$ cat src/rtl/core_if_fetch_buf.sv
// Instruction fetch front end: owns the fetch PC, issues pipelined bus reads
// and buffers returned instructions with their PCs for the IFU.
module core_if_fetch_buf #(
    parameter int unsigned     PC_W     = 32,
    parameter int unsigned     INST_W   = 32,
    parameter int unsigned     DEPTH    = 4,
    parameter int unsigned     MAX_OUTS = 2,
    parameter logic [PC_W-1:0] RESET_PC = 32'h8000_0000
) (
    input  logic              clk,
    input  logic              rst_n,
    input  logic              i_flush_req,
    input  logic [PC_W-1:0]   i_flush_pc,
    output logic              o_mem_req_valid,
    output logic [PC_W-1:0]   o_mem_req_addr,
    input  logic              i_mem_req_ready,
    input  logic              i_mem_rsp_valid,
    input  logic [INST_W-1:0] i_mem_rsp_inst,
    input  logic              i_mem_rsp_err,
    output logic              o_valid,
    input  logic              i_ready,
    output logic [INST_W-1:0] o_inst,
    output logic [PC_W-1:0]   o_pc,
    output logic              o_err
);

    localparam int unsigned AW = $clog2(DEPTH);
    localparam int unsigned CW = $clog2(DEPTH + 1);
    localparam int unsigned OW = $clog2(MAX_OUTS + 1);

    typedef struct packed {
        logic [INST_W-1:0] inst;
        logic              err;
        logic [PC_W-1:0]   pc;
    } entry_t;

    logic [PC_W-1:0] fetch_pc_q, fetch_pc_d;
    logic [PC_W-1:0] rsp_pc_q, rsp_pc_d;
    logic [OW-1:0]   outs_q, outs_d;
    logic [OW-1:0]   drop_q, drop_d;
    logic [CW-1:0]   count_q, count_d;
    logic [AW-1:0]   rd_ptr_q, rd_ptr_d;
    logic [AW-1:0]   wr_ptr_q, wr_ptr_d;
    entry_t          fifo_q [DEPTH];

    logic [CW:0]     credit;
    logic [PC_W-1:0] flush_pc;
    logic            req_fire;
    logic            push;
    logic            pop;
    logic            flush_lsb_unused;

    assign flush_lsb_unused = ^i_flush_pc[1:0];
    assign flush_pc = {i_flush_pc[PC_W-1:2], 2'b00};

    // Kept in-flight responses plus buffered entries must fit the FIFO,
    // so every response that is not dropped always finds a free slot.
    assign credit = (CW+1)'(outs_q - drop_q) + (CW+1)'(count_q);

    assign o_mem_req_valid = rst_n && !i_flush_req
                          && (outs_q < OW'(MAX_OUTS))
                          && (credit < (CW+1)'(DEPTH));
    assign o_mem_req_addr  = fetch_pc_q;

    assign req_fire = o_mem_req_valid && i_mem_req_ready;
    assign push     = i_mem_rsp_valid && (drop_q == '0) && !i_flush_req;
    assign pop      = o_valid && i_ready && !i_flush_req;

    assign o_valid = (count_q != '0);
    assign o_inst  = fifo_q[rd_ptr_q].inst;
    assign o_err   = fifo_q[rd_ptr_q].err;
    assign o_pc    = fifo_q[rd_ptr_q].pc;

    always_comb begin
        fetch_pc_d = fetch_pc_q;
        rsp_pc_d   = rsp_pc_q;
        outs_d     = outs_q;
        drop_d     = drop_q;
        count_d    = count_q;
        rd_ptr_d   = rd_ptr_q;
        wr_ptr_d   = wr_ptr_q;

        if (req_fire) begin
            fetch_pc_d = fetch_pc_q + PC_W'(4);
            outs_d     = outs_d + OW'(1);
        end
        if (i_mem_rsp_valid && outs_q != '0) begin
            outs_d = outs_d - OW'(1);
        end
        if (i_mem_rsp_valid && drop_q != '0) begin
            drop_d = drop_q - OW'(1);
        end
        if (push) begin
            rsp_pc_d = rsp_pc_q + PC_W'(4);
            wr_ptr_d = wr_ptr_q + AW'(1);
        end
        if (pop) begin
            rd_ptr_d = rd_ptr_q + AW'(1);
        end
        if (push && !pop) begin
            count_d = count_q + CW'(1);
        end else if (pop && !push) begin
            count_d = count_q - CW'(1);
        end

        // Everything still in flight becomes stale, except a response
        // landing this very cycle, which is consumed here.
        if (i_flush_req) begin
            fetch_pc_d = flush_pc;
            rsp_pc_d   = flush_pc;
            count_d    = '0;
            rd_ptr_d   = '0;
            wr_ptr_d   = '0;
            if (i_mem_rsp_valid && outs_q != '0) begin
                drop_d = outs_q - OW'(1);
            end else begin
                drop_d = outs_q;
            end
        end
    end

    always_ff @(posedge clk or negedge rst_n) begin
        if (!rst_n) begin
            fetch_pc_q <= RESET_PC;
            rsp_pc_q   <= RESET_PC;
            outs_q     <= '0;
            drop_q     <= '0;
            count_q    <= '0;
            rd_ptr_q   <= '0;
            wr_ptr_q   <= '0;
        end else begin
            fetch_pc_q <= fetch_pc_d;
            rsp_pc_q   <= rsp_pc_d;
            outs_q     <= outs_d;
            drop_q     <= drop_d;
            count_q    <= count_d;
            rd_ptr_q   <= rd_ptr_d;
            wr_ptr_q   <= wr_ptr_d;
        end
    end

    always_ff @(posedge clk or negedge rst_n) begin
        if (!rst_n) begin
            for (int i = 0; i < int'(DEPTH); i++) begin
                fifo_q[i] <= '0;
            end
        end else if (push) begin
            fifo_q[wr_ptr_q] <= '{
                inst: i_mem_rsp_inst,
                err:  i_mem_rsp_err,
                pc:   rsp_pc_q
            };
        end
    end

    rsp_has_request: assert property (
        @(posedge clk) disable iff (!rst_n)
        i_mem_rsp_valid |-> (outs_q != '0)
    );

endmodule

$ cat config.mk
export PLATFORM = sky130hd
export DESIGN_NAME = core_if_fetch_buf
export DESIGN_NICKNAME = d
export VERILOG_FILES = /design/src/rtl/core_if_fetch_buf.sv
export SDC_FILE = /design/constraint.sdc
export NUM_CORES = 1
export LEC_CHECK = 0
export ABC_AREA = 1
export CAP_MARGIN = 10
export CORE_UTILIZATION = 61
export DETAILED_ROUTE_END_ITERATION = 10
export PLACE_DENSITY = 0.87
export SYNTH_ARGS = -nofsm -noshare
export SYNTH_HDL_FRONTEND = slang
export SYNTH_SLANG_ARGS = --single-unit
$ cat constraint.sdc
create_clock -name clk -period 4.7 [get_ports clk]
set_clock_uncertainty 0.2 [all_clocks]
set_input_delay 0.47 -clock clk [delete_from_list [all_inputs] [get_ports clk]]
set_output_delay 0.47 -clock clk [all_outputs]
set_load 0.1 [all_outputs]
Yosys cells after proc, flatten, opt, wreduce, memory -nomap -nowiden
Index checks and enable logic that the tools add are counted.

cells by class
  multiplexer cells = 22
  add/sub/neg operators = 12
  reduce and logical (&&, ||, !) cells = 25
  div/mod/pow operators = 0
  multipliers = 0
  equal/unequal tests = 0
  bitwise operators = 2
  magnitude comparators = 5
  shifts and indexed selects = 0

operator list
  cell                                                                           number
  260-bit bitwise mux                                                            1
  65-bit 2-to-1 mux                                                              3
  65-bit binary-select mux with 2-bit select                                     1
  65-bit demux with 2-bit select                                                 1
  32-bit 2-to-1 mux                                                              4
  32-bit by 3-bit adder with 32-bit output (second input constant)               2
  2-bit 2-to-1 mux                                                               9
  1-bit logical AND                                                              13
  2-bit nonzero test                                                             6
  3-bit 2-to-1 mux                                                               3
  2-bit by 1-bit adder with 2-bit output (second input constant)                 3
  3-bit >= comparator (second input constant)                                    2
  2-bit NOT with 3-bit output                                                    2
  3-bit nonzero test                                                             2
  2-bit by 1-bit subtractor with 2-bit output (second input constant)            3
  4-bit by 3-bit adder with 4-bit output                                         1
  4-bit by 3-bit less-than comparator with 1-bit output (second input constant)  1
  3-bit by 1-bit adder with 3-bit output (second input constant)                 1
  1-bit logical NOT                                                              3
  3-bit by 1-bit less-than comparator with 1-bit output (second input constant)  1
  2-bit by 2-bit subtractor with 3-bit output                                    1
  3-bit by 1-bit subtractor with 3-bit output (second input constant)            1
  2-bit logical NOT                                                              1
  2-bit less-than comparator (second input constant)                             1

storage, ports and cells
  register bits = 335
  memories kept = 0
  bits in writable memories = 0
  bits of input ports = 71
  ROM bits = 0
  bits in latches = 0
  word-level logic and storage cells = 85

Logic depth before layout (Yosys ltp)
  word-level depth = 8
  depth in mapped cells = 15

Worst setup path before layout
No wires, ideal clock.

  kind = reg-to-output
  start = register rd_ptr_q[0]
  end = output o_inst[10]
  cell stages (with the launch flop) = 6
  arrival time = 2.515 ns
  path buffers = 3
  slack = 1.515 ns
  cell sequence = dfrtp_1 buf_2 buf_2 clkbuf_1 nor2_1 o22ai_1

between the ends
  longest elaborated chain between the ends = 4

ends and longest elaborated chain
  what                                               RTL line  text
  start: declaration                                 42        logic [AW-1:0] rd_ptr_q, rd_ptr_d;
  start signal: assignment                           137       rd_ptr_q <= rd_ptr_d;
  2-bit NOT with 3-bit output (implied by the code)  70        assign o_inst = fifo_q[rd_ptr_q].inst;
  65-bit binary-select mux with 2-bit select         70
  65-bit 2-to-1 mux (2 in series)                    --
  end: declaration                                   22        output logic [INST_W-1:0] o_inst,

No other way between the ends. The select of a mux whose other input is x is not followed.

Worst setup path in the final report
  start = register rd_ptr_q[0]
  end = output o_pc[24]

between the ends
  longest elaborated chain between the ends = 4

ends and longest elaborated chain
  what                                                   RTL line  text
  2-bit NOT with 3-bit output (implied by the code)      72        assign o_pc = fifo_q[rd_ptr_q].pc;
  65-bit binary-select mux with 2-bit select             72
  65-bit 2-to-1 mux (implied by the code) (2 in series)  72
  end: declaration                                       23        output logic [PC_W-1:0] o_pc,

No other way between the ends. The select of a mux whose other input is x is not followed.

==> summary.md <==
| Metric | Value |
|---|---|
| Clock power frac | `0.223` |
| XOR/XNOR Fraction of Synth Area | `0.0112` |
| Peak supply drop | `0.672 mV` |
| Internal power | `0.00631 W` |
| Flop pwr share | `0.310` |
| Final Cycle Share | `0.788` |
| Routed Antenna Nets | `0` |
| Antenna violations before repair | `0` |
| Critical path class | `register to output port` |
| Final hold viol count | `0` |
| Sequential area share after synthesis | `0.519` |
| TritonCTS clock tree | `yes` |
| Vias per cell | `5.91` |
| Placed cells | `2351` |
| R2R setup slack | `1390 ps` |
| Synth Area in Adders | `0.0106` |
| Max-cap violation count | `0` |
| Sw frac | `0.491` |
| Initial DRC count | `1667` |
| Layout cells sized above 1 | `0.0811` |
| CP max FO | `94` |
| Pwr Density | `676 nW/um2` |
| Met1 Use GR | `0.442` |
| CTS Buf Count | `34` |
| Final Non-Filler Cells | `2413` |
| Worst skew pair latency | `530 ps` |
| CP Capture Type | `output port` |
| Place WS | `1030 ps` |
| Die Wd | `162 um` |
| Ant diodes | `0` |
| First-pass GRT wire length | `67.4 mm` |
| Initial Utilization | `0.621` |
| Least-Margin Pin Slew | `982 ps` |
| Multiplexer share of the synthesized area | `0` |
| Largest family of logic cells by synthesized area | `simple AND/OR/NAND/NOR gates` |
| Worst Hold Class | `register to register` |
| Largest net degree at the start of global routing | `191` |
| Max Slew Vio Count | `0` |
| Die Span Y | `162 um` |
| Total global routing overflow | `0` |
| Vias in the first global route | `13561` |
| DRT Wirelength | `41.4 mm` |
| RSZ-0062 raised after global routing | `false` |
| Row Count | `58` |
| Clk sinks | `323` |
| Post-synthesis register bit count | `323` |
| Mapped Cells | `1950` |
| Compound-Gate Fraction of Synth Area | `0.177` |
| Required @ worst endpoint | `4030 ps` |
| GR peak layer | `met2` |
| Clock transition at path regs | `70 ps` |
| DP Area | `17200 um2` |
| Post-synthesis cell type count | `41` |
| Port bufs | `163` |
| Peak Freq | `270 MHz` |
| Final nets | `2141` |
| Synth Warn # | `0` |
| Slew HR | `0.343` |
| Via count | `14272` |
| Setup TNS | `0 ps` |
| Core Footprint | `25100 um2` |
| Die Area | `26200 um2` |
| Layout Utilization | `0.729` |
| Global-route track usage on met2 | `0.519` |
| Mapped cell area | `15600 um2` |
| Top FF cell, synth | `dfrtp_1` |
| Total GRT Usage | `0.320` |
| Asr flop ratio synth | `1.00` |
| Post-route cell area | `18300 um2` |
| Area Overhead vs Synth | `17.5%` |
| Final setup fails | `0` |
| Startpoint Class | `register` |
| Leak | `8.71 nW` |
| Placer Congestion | `0.971` |
| FILL cells | `1859` |
| IO Pins | `170` |
| Crit path time final | `3700 ps` |
| Post-Synth Simple-Gate Area | `0.214` |
| Comb power frac | `0.467` |
| H-Tree Depth | `2` |
| Average instance area after synthesis | `7.99 um2` |
| Deepest clock path buffer count | `3` |
| Post-synth EDFFs | `0` |
| Final WS setup | `996 ps` |
| Clk root buf | `clkbuf_16` |
| DRC errors left | `0` |
| Net switching power figure | `0.00608 W` |
| Crit path DAT | `3030 ps` |
| Pre-antenna DRT Iters | `6` |
| HPWL Detailed | `25.6 mm` |
| Met3 usage | `0.0490` |
| DR WL/cell | `17.2 um` |
| Status | `completed` |
## metal layers
metal	share of wire	wire (um)
met1	0.41	17100
met2	0.47	19600
met3	0.087	3600
met4	0.029	1210
met5	0	0
## cells in the final DEF (no fill, tap or decap), types with 3 or more instances in the layout
cell type,n
clkbuf_16,35
xor2_1,20
clkbuf_1,3
nor2_1,197
nand2_1,486
ha_1,10
bufinv_16,3
clkinv_2,10
nand4_1,16
nand3_1,75
a31oi_1,3
clkdlybuf4s50_1,98
inv_2,4
nand2_4,4
o22ai_1,64
o211ai_1,18
clkbuf_8,7
conb_1,4
o21ai_0,411
a21oi_1,9
dfrtp_1,319
o221ai_1,4
nor3_1,20
nor2_2,3
inv_1,145
nor2_4,4
buf_4,78
## area by class of cell
| type | instances | area, um2 | area share |
|---|---|---|---|
| sequential | 323 | 8090 | 0.442 |
| multi-input combinational | 1369 | 6460 | 0.353 |
| timing repair buffer | 180 | 1630 | 0.0891 |
| clock buffer | 45 | 983 | 0.0537 |
| inverter | 150 | 564 | 0.0308 |
| tap | 330 | 413 | 0.0225 |
| clock inverter | 16 | 170 | 0.00929 |
## worst max-delay path, stage by stage (launching register included)
cell and delay [ps]:
dfrtp_4 690, buf_4 840, o21ai_0 260, o22ai_1 310
buf_4 350
## worst paths after layout
path | start | endpoint | cells after the start
worst max-delay path | rd_ptr_q[0] | o_pc[24] | 4
worst min-delay path | fifo_q[99] | fifo_q[99] | 2
worst max register to register | outs_q[0] | o_mem_req_addr[30] | 14
worst min register to register | fifo_q[99] | fifo_q[99] | 2
max in group asynchronous | rst_n | fifo_q[152] | 3
min in group asynchronous | rst_n | fifo_q[53] | 2
## synthesized netlist by cell type (2+ instances only)
cell,instances,share of area
nand3_2,2,0.0013
nand3b_1,2,0.00096
nor2_4,4,0.0029
a31oi_1,3,0.0012
o22ai_1,64,0.026
nor2_2,3,0.0012
buf_2,32,0.010
o21bai_1,2,0.00096
clkbuf_1,69,0.017
xor2_1,20,0.011
o21ai_0,411,0.13
inv_2,5,0.0012
fa_1,2,0.0026
dfrtp_1,321,0.52
o221ai_1,4,0.0022
dfstp_2,2,0.0034
nor3_2,2,0.0013
buf_4,6,0.0029
nand3_1,75,0.024
inv_1,145,0.035
a21oi_1,9,0.0029
o211ai_1,18,0.0087
nor3_1,20,0.0064
buf_1,2,0.00048
nand4_1,16,0.0064
ha_1,10,0.0080
nor2_1,197,0.047
nand2_1,486,0.12
nand2_2,6,0.0024
## power groups by stage
| stage | clock network [W] | registers, W | logic [W] |
|---|---|---|---|
| 6_report | 0.00276 | 0.00384 | 0.00579 |
| 5_1_grt | 0.00291 | 0.00390 | 0.00611 |
| 4_1_cts | 0.00279 | 0.00382 | 0.00578 |
| 3_5_place_dp | 0 | 0.00386 | 0.00575 |
| 3_3_place_gp | 0 | 0.00382 | 0.00564 |
| 2_1_floorplan | 0 | 0.00403 | 0.00424 |
## repair_timing
item	in CTS	in global routing
endpoints found under the hold margin	72	0
setup buffers	0	0
hold buffers	1	0
resized for setup	0	0
## cells by family after synthesis
family          after synthesis
fa+ha+maj                    12
compound gates              516
other cells                   1
simple gates                817
buf+inv                     261
xor+xnor                     20
flops                       323
## through the flow
| stage | power (W) | hold WS [ps] |
|---|---|---|
| after floorplan | 0.00827 | -25.6 |
| after global placement | 0.00947 | 260 |
| after detailed placement | 0.00960 | 268 |
| after CTS | 0.0124 | 282 |
| after global routing | 0.0129 | 294 |
| final | 0.0124 | 278 |
## state kept, by name (all words and copies together), names as in the netlist
signal	count
drop_q	2
count_q	3
wr_ptr_q	2
outs_q	2
o_mem_req_addr	30
fifo_q	252
rd_ptr_q	2
rsp_pc_q	30
Power figures use the tool's default switching activity.
